==> src/rtl/issue_sequencer_if.sv <==
// Fetch, decoder, execute and writeback signals of the issue sequencer.
// The sequencer takes the slave view; the surrounding pipeline (or a bench) takes the master view.
interface issue_sequencer_if;
   logic        in_valid;
   logic [31:0] in_instr;
   logic        in_ready;
   logic        dec_enable;
   logic [31:0] dec_instr;
   logic        ex_valid;
   logic        ex_ready;
   logic        wb_valid;
   logic [4:0]  wb_rd;

   modport master (
      output in_valid, in_instr, ex_ready, wb_valid, wb_rd,
      input  in_ready, dec_enable, dec_instr, ex_valid
   );

   modport slave (
      input  in_valid, in_instr, ex_ready, wb_valid, wb_rd,
      output in_ready, dec_enable, dec_instr, ex_valid
   );
endinterface

==> src/rtl/issue_sequencer.sv <==
// Decode-stage sequencer: accept -> decode -> issue, with a 32-entry RAW/WAW scoreboard and EBREAK halt.
// Optional macro SB_WB_BYPASS_EN lets the hazard check see this cycle's writeback clear.
module issue_sequencer #(
   parameter int unsigned MAX_OUTSTANDING = 4,
   parameter int unsigned CNT_W           = 4
) (
   input  logic              clk,
   input  logic              rst_n,
   issue_sequencer_if.slave  bus,
   input  logic              resume,
   output logic              halted,
   output logic [CNT_W-1:0]  outstanding,
   output logic [31:0]       scoreboard
);
   typedef enum logic [1:0] {
      IDLE   = 2'd0,
      DECODE = 2'd1,
      ISSUE  = 2'd2,
      HALT   = 2'd3
   } state_t;

   localparam logic [6:0]       OP_R      = 7'b0110011;
   localparam logic [6:0]       OP_IMM    = 7'b0010011;
   localparam logic [6:0]       OP_LOAD   = 7'b0000011;
   localparam logic [6:0]       OP_JALR   = 7'b1100111;
   localparam logic [6:0]       OP_STORE  = 7'b0100011;
   localparam logic [6:0]       OP_BRANCH = 7'b1100011;
   localparam logic [6:0]       OP_LUI    = 7'b0110111;
   localparam logic [6:0]       OP_AUIPC  = 7'b0010111;
   localparam logic [6:0]       OP_JAL    = 7'b1101111;
   localparam logic [CNT_W-1:0] MAX_CNT   = CNT_W'(MAX_OUTSTANDING);
   localparam logic [CNT_W-1:0] CNT_ONE   = CNT_W'(1);
   localparam logic [CNT_W-1:0] CNT_ZERO  = CNT_W'(0);

   function automatic logic is_r_type(input logic [31:0] i);
      return i[6:0] == OP_R;
   endfunction

   function automatic logic is_si_type(input logic [31:0] i);
      return (i[6:0] == OP_IMM) && ((i[14:12] == 3'b001) || (i[14:12] == 3'b101));
   endfunction

   function automatic logic is_i_type(input logic [31:0] i);
      return ((i[6:0] == OP_IMM) && !is_si_type(i)) || (i[6:0] == OP_LOAD) || (i[6:0] == OP_JALR);
   endfunction

   function automatic logic is_s_type(input logic [31:0] i);
      return i[6:0] == OP_STORE;
   endfunction

   function automatic logic is_b_type(input logic [31:0] i);
      return i[6:0] == OP_BRANCH;
   endfunction

   function automatic logic is_u_type(input logic [31:0] i);
      return (i[6:0] == OP_LUI) || (i[6:0] == OP_AUIPC);
   endfunction

   function automatic logic is_j_type(input logic [31:0] i);
      return i[6:0] == OP_JAL;
   endfunction

   function automatic logic uses_rs1(input logic [31:0] i);
      return is_r_type(i) || is_i_type(i) || is_si_type(i) || is_s_type(i) || is_b_type(i);
   endfunction

   function automatic logic uses_rs2(input logic [31:0] i);
      return is_r_type(i) || is_s_type(i) || is_b_type(i);
   endfunction

   function automatic logic writes_rd(input logic [31:0] i);
      return is_r_type(i) || is_i_type(i) || is_si_type(i) || is_u_type(i) || is_j_type(i);
   endfunction

   // EBREAK and every unrecognised encoding halt, so bad fetch data cannot run on.
   function automatic logic is_halt(input logic [31:0] i);
      return !(writes_rd(i) || is_s_type(i) || is_b_type(i));
   endfunction

   function automatic logic hazard(input logic [31:0] i, input logic [31:0] sb,
                                   input logic [CNT_W-1:0] cnt);
      logic rd_hit;
      rd_hit = writes_rd(i) && (i[11:7] != 5'd0) && (sb[i[11:7]] || (cnt >= MAX_CNT));
      return (uses_rs1(i) && sb[i[19:15]]) || (uses_rs2(i) && sb[i[24:20]]) || rd_hit;
   endfunction

   state_t            state_r, state_s;
   logic [31:0]       dec_instr_r, sb_r, sb_nxt_s, sb_chk_s, wb_clr_s, iss_set_s;
   logic [CNT_W-1:0]  cnt_r, cnt_nxt_s, cnt_chk_s;
   logic              run_r, wb_hit_s, wb_dec_s, hs_s, iss_inc_s, in_ready_s, accept_s;
   logic              dec_enable_s, ex_valid_s, halted_s;

   // Writeback and issue effects on the scoreboard.
   always_comb begin
      wb_hit_s  = bus.wb_valid && (bus.wb_rd != 5'd0);
      wb_clr_s  = wb_hit_s ? (32'd1 << bus.wb_rd) : 32'd0;
      hs_s      = (state_r == ISSUE) && bus.ex_ready;
      iss_set_s = (hs_s && writes_rd(dec_instr_r) && (dec_instr_r[11:7] != 5'd0))
                  ? (32'd1 << dec_instr_r[11:7]) : 32'd0;
      iss_inc_s = |iss_set_s;
      // A clear on the register being set in the same cycle still counts, so the two cancel.
      wb_dec_s  = wb_hit_s && (sb_r[bus.wb_rd] || iss_set_s[bus.wb_rd]);
      sb_nxt_s  = ((sb_r & ~wb_clr_s) | iss_set_s) & ~32'd1;
   end

   // Hazard view used for acceptance.
   always_comb begin
`ifdef SB_WB_BYPASS_EN
      sb_chk_s  = sb_r & ~wb_clr_s;
      cnt_chk_s = (wb_hit_s && sb_r[bus.wb_rd] && (cnt_r != CNT_ZERO)) ? (cnt_r - CNT_ONE) : cnt_r;
`else
      sb_chk_s  = sb_r;
      cnt_chk_s = cnt_r;
`endif
      in_ready_s = run_r && (state_r == IDLE) && !hazard(bus.in_instr, sb_chk_s, cnt_chk_s);
      accept_s   = bus.in_valid && in_ready_s;
   end

   // Outstanding counter update, saturating at both ends.
   always_comb begin
      cnt_nxt_s = cnt_r;
      if (iss_inc_s && !wb_dec_s) begin
         if (cnt_r < MAX_CNT) cnt_nxt_s = cnt_r + CNT_ONE;
         else                 cnt_nxt_s = cnt_r;
      end else if (wb_dec_s && !iss_inc_s) begin
         if (cnt_r != CNT_ZERO) cnt_nxt_s = cnt_r - CNT_ONE;
         else                   cnt_nxt_s = cnt_r;
      end else begin
         cnt_nxt_s = cnt_r;
      end
   end

   // FSM state register.
   always_ff @(posedge clk or negedge rst_n) begin
      if (!rst_n) state_r <= IDLE;
      else        state_r <= state_s;
   end

   // FSM next-state logic.
   always_comb begin
      state_s = state_r;
      case (state_r)
         IDLE:    if (accept_s) state_s = DECODE; else state_s = IDLE;
         DECODE:  state_s = ISSUE;
         ISSUE: begin
            if (hs_s) state_s = is_halt(dec_instr_r) ? HALT : IDLE;
            else      state_s = ISSUE;
         end
         HALT:    if (resume) state_s = IDLE; else state_s = HALT;
         default: state_s = IDLE;
      endcase
   end

   // FSM outputs, decoded from the state register only.
   always_comb begin
      dec_enable_s = 1'b0;
      ex_valid_s   = 1'b0;
      halted_s     = 1'b0;
      case (state_r)
         DECODE:  dec_enable_s = 1'b1;
         ISSUE:   ex_valid_s   = 1'b1;
         HALT:    halted_s     = 1'b1;
         default: dec_enable_s = 1'b0;
      endcase
   end

   // Datapath registers; run_r keeps in_ready low until the first edge after reset.
   always_ff @(posedge clk or negedge rst_n) begin
      if (!rst_n) begin
         run_r       <= 1'b0;
         dec_instr_r <= 32'd0;
         sb_r        <= 32'd0;
         cnt_r       <= CNT_ZERO;
      end else begin
         run_r <= 1'b1;
         if (accept_s) dec_instr_r <= bus.in_instr;
         else          dec_instr_r <= dec_instr_r;
         sb_r  <= sb_nxt_s;
         cnt_r <= cnt_nxt_s;
      end
   end

   assign bus.in_ready   = in_ready_s;
   assign bus.dec_enable = dec_enable_s;
   assign bus.dec_instr  = dec_instr_r;
   assign bus.ex_valid   = ex_valid_s;
   assign halted         = halted_s;
   assign outstanding    = cnt_r;
   assign scoreboard     = sb_r;
endmodule

==> src/flat_wrapper.sv <==
// flat-port wrapper written by rule: the top's interface ports become plain ports
module issue_sequencer_flat 
#(
   parameter int unsigned MAX_OUTSTANDING = 4,
   parameter int unsigned CNT_W           = 4
)
  (clk, rst_n, resume, halted, outstanding, scoreboard, bus_in_valid, bus_in_instr, bus_ex_ready, bus_wb_valid, bus_wb_rd, bus_in_ready, bus_dec_enable, bus_dec_instr, bus_ex_valid);
  issue_sequencer_if bus_i ();
  input  logic clk;
  input  logic rst_n;
  input  logic resume;
  output logic halted;
  output logic [CNT_W-1:0] outstanding;
  output logic [31:0] scoreboard;
  input wire logic [$bits(bus_i.in_valid)-1:0] bus_in_valid;
  input wire logic [$bits(bus_i.in_instr)-1:0] bus_in_instr;
  input wire logic [$bits(bus_i.ex_ready)-1:0] bus_ex_ready;
  input wire logic [$bits(bus_i.wb_valid)-1:0] bus_wb_valid;
  input wire logic [$bits(bus_i.wb_rd)-1:0] bus_wb_rd;
  output wire logic [$bits(bus_i.in_ready)-1:0] bus_in_ready;
  output wire logic [$bits(bus_i.dec_enable)-1:0] bus_dec_enable;
  output wire logic [$bits(bus_i.dec_instr)-1:0] bus_dec_instr;
  output wire logic [$bits(bus_i.ex_valid)-1:0] bus_ex_valid;
  assign bus_i.in_valid = bus_in_valid;
  assign bus_i.in_instr = bus_in_instr;
  assign bus_i.ex_ready = bus_ex_ready;
  assign bus_i.wb_valid = bus_wb_valid;
  assign bus_i.wb_rd = bus_wb_rd;
  assign bus_in_ready = bus_i.in_ready;
  assign bus_dec_enable = bus_i.dec_enable;
  assign bus_dec_instr = bus_i.dec_instr;
  assign bus_ex_valid = bus_i.ex_valid;
  issue_sequencer #(.MAX_OUTSTANDING(MAX_OUTSTANDING), .CNT_W(CNT_W)) u_core (.clk(clk), .rst_n(rst_n), .bus(bus_i), .resume(resume), .halted(halted), .outstanding(outstanding), .scoreboard(scoreboard));
endmodule
==> config.mk <==
export PLATFORM = sky130hd
export DESIGN_NAME = issue_sequencer_flat
export DESIGN_NICKNAME = d
export VERILOG_FILES = /design/src/rtl/issue_sequencer_if.sv /design/src/rtl/issue_sequencer.sv /design/src/flat_wrapper.sv
export SDC_FILE = /design/constraint.sdc
export NUM_CORES = 1
export LEC_CHECK = 0
export BUFFER_PORTS_ARGS = -buffer_cell sky130_fd_sc_hd__buf_2
export CAP_MARGIN = 40
export CORE_MARGIN = 4
export CORE_UTILIZATION = 55
export CTS_CLUSTER_SIZE = 28
export DETAILED_ROUTE_END_ITERATION = 10
export PLACE_DENSITY = 0.82
export SYNTH_ARGS = -nofsm -noshare
export SYNTH_HDL_FRONTEND = slang
export SYNTH_SLANG_ARGS = --single-unit
==> constraint.sdc <==
create_clock -name clk -period 9.4 [get_ports clk]
set_input_delay 1.88 -clock clk [delete_from_list [all_inputs] [get_ports clk]]
set_output_delay 1.88 -clock clk [all_outputs]
set_load 0.02 [all_outputs]
Yosys cells after proc, flatten, opt, wreduce, memory -nomap -nowiden
Cells that the tools add are included.
{"block": "word_totals", "ff_bits": 70, "latch_bits": 0, "mem_bits_rw": 0, "rom_bits": 0, "inputBits": 43, "output_inout_bits": 72, "word_cells": 126, "memories": 0}
{"block": "classes", "addsub": 2, "n_mul": 0, "n_div": 0, "order_cmp": 6, "n_eq_ne": 26, "n_shift": 2, "n_mux": 24, "bitwise_logic": 3, "n_reduce_logical": 58}
{"operator": "$mux 32", "n": 2}
{"operator": "$shl 1x5->32 const A", "n": 2}
{"operator": "$eq 7x6->1 const B", "n": 6}
{"operator": "$eq 7x7->1 const B", "n": 6}
{"operator": "$and 32x32->32", "n": 1}
{"operator": "$not 32->32", "n": 1}
{"operator": "$or 32x32->32", "n": 1}
{"operator": "$reduce_or 32->1", "n": 1}
{"operator": "$eq 7x5->1 const B", "n": 4}
{"operator": "$logic_or 1x1->1", "n": 26}
{"operator": "$bmux 1 s5", "n": 5}
{"operator": "$lt 5x6->1 const B", "n": 4}
{"operator": "$logic_and 1x1->1", "n": 18}
{"operator": "$mux 4", "n": 4}
{"operator": "$reduce_bool 5->1", "n": 3}
{"operator": "$eq 7x2->1 const B", "n": 2}
{"operator": "$mux 1", "n": 9}
{"operator": "$pmux 2 s4", "n": 1}
{"operator": "$eq 3x1->1 const B", "n": 2}
{"operator": "$eq 3x3->1 const B", "n": 2}
{"operator": "$mux 2", "n": 3}
{"operator": "$logic_not 1->1", "n": 5}
{"operator": "$add 4x1->4 const B", "n": 1}
{"operator": "$eq 2x2->1 const B", "n": 2}
{"operator": "other kinds (9)", "n": 10}

Longest topological paths before layout
{"block": "logic_depth", "depth_word": 22, "mapped_depth": 16, "ltp_nobuf": 13}

Least setup slack after synthesis
No wires, ideal clock.
{"block": "synth_path", "path_kind": "input to output", "from": "in bus_in_instr[21]", "to": "out bus_in_ready", "t_arrival_ns": 3.588, "required_time_ns": 7.520, "setup_slack_ns": 3.932, "stages": 6, "n_path_buf": 1, "path_cell_list": "clkbuf_1 -> mux2_2 -> a221oi_1 -> o41a_1 -> a311oi_1 -> nor4_2"}
{"block": "synth_via", "elab_chain_len": 7}
{"element": "start: declaration", "line_no": "flat_wrapper.sv:16", "source": "input wire logic [$bits(bus_i.in_instr)-1:0] bus_in_instr;"}
{"element": "$bmux 1 s5", "line_no": "issue_sequencer.sv:84", "source": "return (uses_rs1(i) && sb[i[19:15]]) || (uses_rs2(i) && sb[i[24:20]]) || rd_hit;"}
{"element": "$mux 1 (implied by the code)", "line_no": "issue_sequencer.sv:84"}
{"element": "$logic_and 1x1->1", "line_no": "issue_sequencer.sv:84"}
{"element": "$logic_or 1x1->1 (2 in series)", "line_no": "issue_sequencer.sv:84"}
{"element": "$logic_not 1->1", "line_no": "issue_sequencer.sv:115", "source": "in_ready_s = run_r && (state_r == IDLE) && !hazard(bus.in_instr, sb_chk_s, cnt_chk_s);"}
{"element": "$logic_and 1x1->1", "line_no": "issue_sequencer.sv:115"}
{"element": "end: declaration", "line_no": "flat_wrapper.sv:20", "source": "output wire logic [$bits(bus_i.in_ready)-1:0] bus_in_ready;"}
Every way passes these cells. The select of a mux whose other input is x is not followed.

Final worst setup path
{"block": "layout_path", "from": "in bus_in_instr[20]", "to": "out bus_in_ready"}
Same word-level chain as after synthesis.

==> flow_metrics.tcl <==
set metrics [dict create \
    cp-end-kind "output port" \
    grt_overflow 0 \
    slowest_stage "mux4_2" \
    synth_cell_types 62 \
    cp_cell_sequence "buf_2 -> mux4_2 -> a22oi_1 -> o41a_1 -> a311oi_1 -> nor4_2 -> buf_2" \
    slowest_delay_ns 0.56 \
    layout.nets 556 \
    min_period_over_period_pct 61.03 \
    cp.required_ns 7.52 \
    synthCells 407 \
    yosys_warnings 0 \
    initial_utilization_pct 57.30 \
    path_class "primary input to output port" \
    synthArstFlopShare_pct 100.0 \
    cts-htree-levels 3 \
    port-buffer-count 113 \
    arrival_ns 3.86 \
    setup_slack_ns 3.663 \
    ant_nets 0 \
    finalCriticalPeriod_ns 5.737 \
    dp_hpwl_um 9715 \
    clockBufferDepth 2 \
    busiest_layer "met2" \
    fin_worst_skew_ns 0.01172 \
    synth_edf_count 0 \
    wire_per_inst_um 21.79 \
    root_buffer "clkbuf_8" \
    rsz0062_at_grt "false" \
    cts_hold_buf 0 \
    io_pins 115 \
    fp.dieH_um 98.42 \
    grt_pass1_wl_um 21510 \
    worstHoldPathCells 1 \
    cts_buffers 9 \
    tns_ns 0 \
    r2r_slack_ns 5.80 \
    postCtsSetupRepairBufs 0 \
    cap_violations 0 \
    path_max_fanout 10 \
    dp_slack_ns 3.781 \
    switching_share_pct 43.01 \
    grt_usage_pct 28.06 \
    cts_sinks 70 \
    seq_power_share_pct 38.2 \
    gp_congestion 0.9992 \
    die_w_um 98.42 \
    vias_per_cell 6.659 \
    max_freq_ghz 0.1743 \
    hold_ws_ns 0.4888 \
    power-per-cell-area_mw_per_mm2 260.7 \
    vias 4102 \
    gr-usage-met2_pct 44.72 \
    drt_first_pass_iters 5 \
    die_area_mm2 0.009687 \
    num_rows 32 \
    drv_slew 0 \
    core-area_mm2 0.007848 \
    antenna_cells 0 \
    drive_above_1_share_pct 36.96 \
    internal_power_uw 787.3 \
    final_cell_mix "113 x buf_2, 70 x dfrtp_1, 64 x o21ai_0, 28 x mux4_2, 24 x nand2_1" \
    grt_pass1_vias 4113 \
    leakagePower_nw 2.389 \
    antenna_found_initial 0 \
    cts_resized 0 \
    first_iter_violations 340 \
    syn_area_mm2 0.004497 \
    rr_worst_depth 13 \
    synth_seq_cells 70 \
    p_switching_uw 594.1 \
    wl_um 13420 \
    use_met1_pct 36.89 \
    power_frac_comb_pct 42.0 \
    clkLatencyLatePin_ns 0.35 \
    grt_max_degree 37 \
    synth_nets 453 \
    postSynthAreaPerCell_um2 11.05 \
    synthFlopType "dfrtp_1" \
    use_met3_pct 6.157 \
    worst_pin_slew_ns 0.7580 \
    start_kind "primary input" \
    hold_class "flip-flop to flip-flop" \
    clockPowerShare_pct 19.8 \
    drc 0 \
    final_common_cell "buf_2" \
    cts.clk_slew.worst_paths_ns 0.08 \
    crit_path_frequent_cell "buf_2" \
    cts_tree "built" \
    post-route-util_pct 67.52 \
    ir_drop_mv 0.1051 \
    status "finished clean" \
    slew_headroom_pct 49.29 \
    yosysSeqAreaShare_pct 38.95 \
    area_growth_pct 17.84 \
    hold_viol 0 \
    finalSetupViolCount 0 \
]
[area by class of cell]
| type | count | area, um2 |
|---|---|---|
| flip-flops and latches | 70 | 1752 |
| multi-input cells | 306 | 2575 |
| inverters | 8 | 30.03 |
| fillers | 619 | 2549 |
| repair buffers | 115 | 593.1 |
| well taps | 102 | 127.6 |
| clock inverters | 5 | 83.83 |
| clock buffers | 10 | 137.6 |
[final timing paths]
path,from,end
hold reg to reg,u_core.bus.dec_instr[17],u_core.bus.dec_instr[17]
max in group asynchronous,rst_n,u_core.scoreboard[24]
hold / removal,u_core.bus.dec_instr[17],u_core.bus.dec_instr[17]
setup reg to reg,u_core.scoreboard[13],u_core.outstanding[3]
setup / recovery,bus_in_instr[20],bus_in_ready
min in group asynchronous,rst_n,u_core.bus.dec_instr[29]
[synthesized netlist by cell type, drive strengths merged, types with 3 or more instances]
library cell,instances,area (um2)
nor2b,9,56.30
nand3b,6,45.04
or2,6,37.54
a211oi,3,27.52
and2,6,37.54
mux4,28,630.6
xor2,5,43.79
nand2b,9,56.30
nor4,4,31.28
clkbuf,8,30.03
nor3,6,30.03
buf,15,110.1
mux2i,18,180.2
a22oi,6,45.04
inv,8,30.03
a21oi,6,30.03
nand4,4,25.02
nor2,17,63.81
nand3,7,35.03
o21ai,65,325.3
dfrtp,70,1752
nor4b,3,47.54
mux2,37,416.7
nand2,25,96.35
[stage by stage]
stage	total power, mW	std cells	cell area (um2)
finish	1.381	616	5299
CTS	1.380	616	5299
detailed placement	1.104	601	5077
global route	1.459	616	5299
global placement	1.077	600	5057
floorplan	0.8941	407	4497
[registers in the layout, summed over array words and instances (netlist names)]
name                  count
u_core.bus.dec_instr     32
u_core.scoreboard        31
u_core.outstanding        4
u_core.state_r            2
u_core.run_r              1
[kinds of logic (layout without fill, tap and decap cells)]
group                      Yosys count  count (layout)  share of synthesized area (%)
and+or+nand+nor                    113             113                          14.41
AOI/OAI and AO/OA                  100             100                          13.41
muxes                               83              83                          27.30
DFF                                 70              70                          38.95
buffers and inverters               31             138                          3.784
xor gates and xnor gates             5               5                         0.9738
adders and majority gates            3               3                          1.002
other                                2               2                         0.1670
[worst max-delay path: cells and delay by family]
family / cells / cell delay, ns
buf+inv: 2 / 0.51
mux: 1 / 0.56
simple gates: 1 / 0.37
compound gates: 3 / 0.52
[power groups by stage]
| stage | combinational [mW] | clock, mW | sequential [mW] |
|---|---|---|---|
| after floorplan | 0.295 | 0 | 0.599 |
| after global placement | 0.556 | 0 | 0.521 |
| after detailed placement | 0.576 | 0 | 0.528 |
| after CTS | 0.581 | 0.276 | 0.523 |
| after global routing | 0.628 | 0.288 | 0.543 |
| final | 0.580 | 0.273 | 0.528 |
[metal layers]
| metal | part of all wire, % | wire, um | vias to the layer above |
|---|---|---|---|
| li1 | - | - | 1751 |
| met1 | 37 | 5025 | 1991 |
| met2 | 47 | 6311 | 305 |
| met3 | 12 | 1552 | 55 |
| met4 | 3.9 | 530 | 0 |
| met5 | 0 | 0 | - |
(Power assumes the default switching activity.)
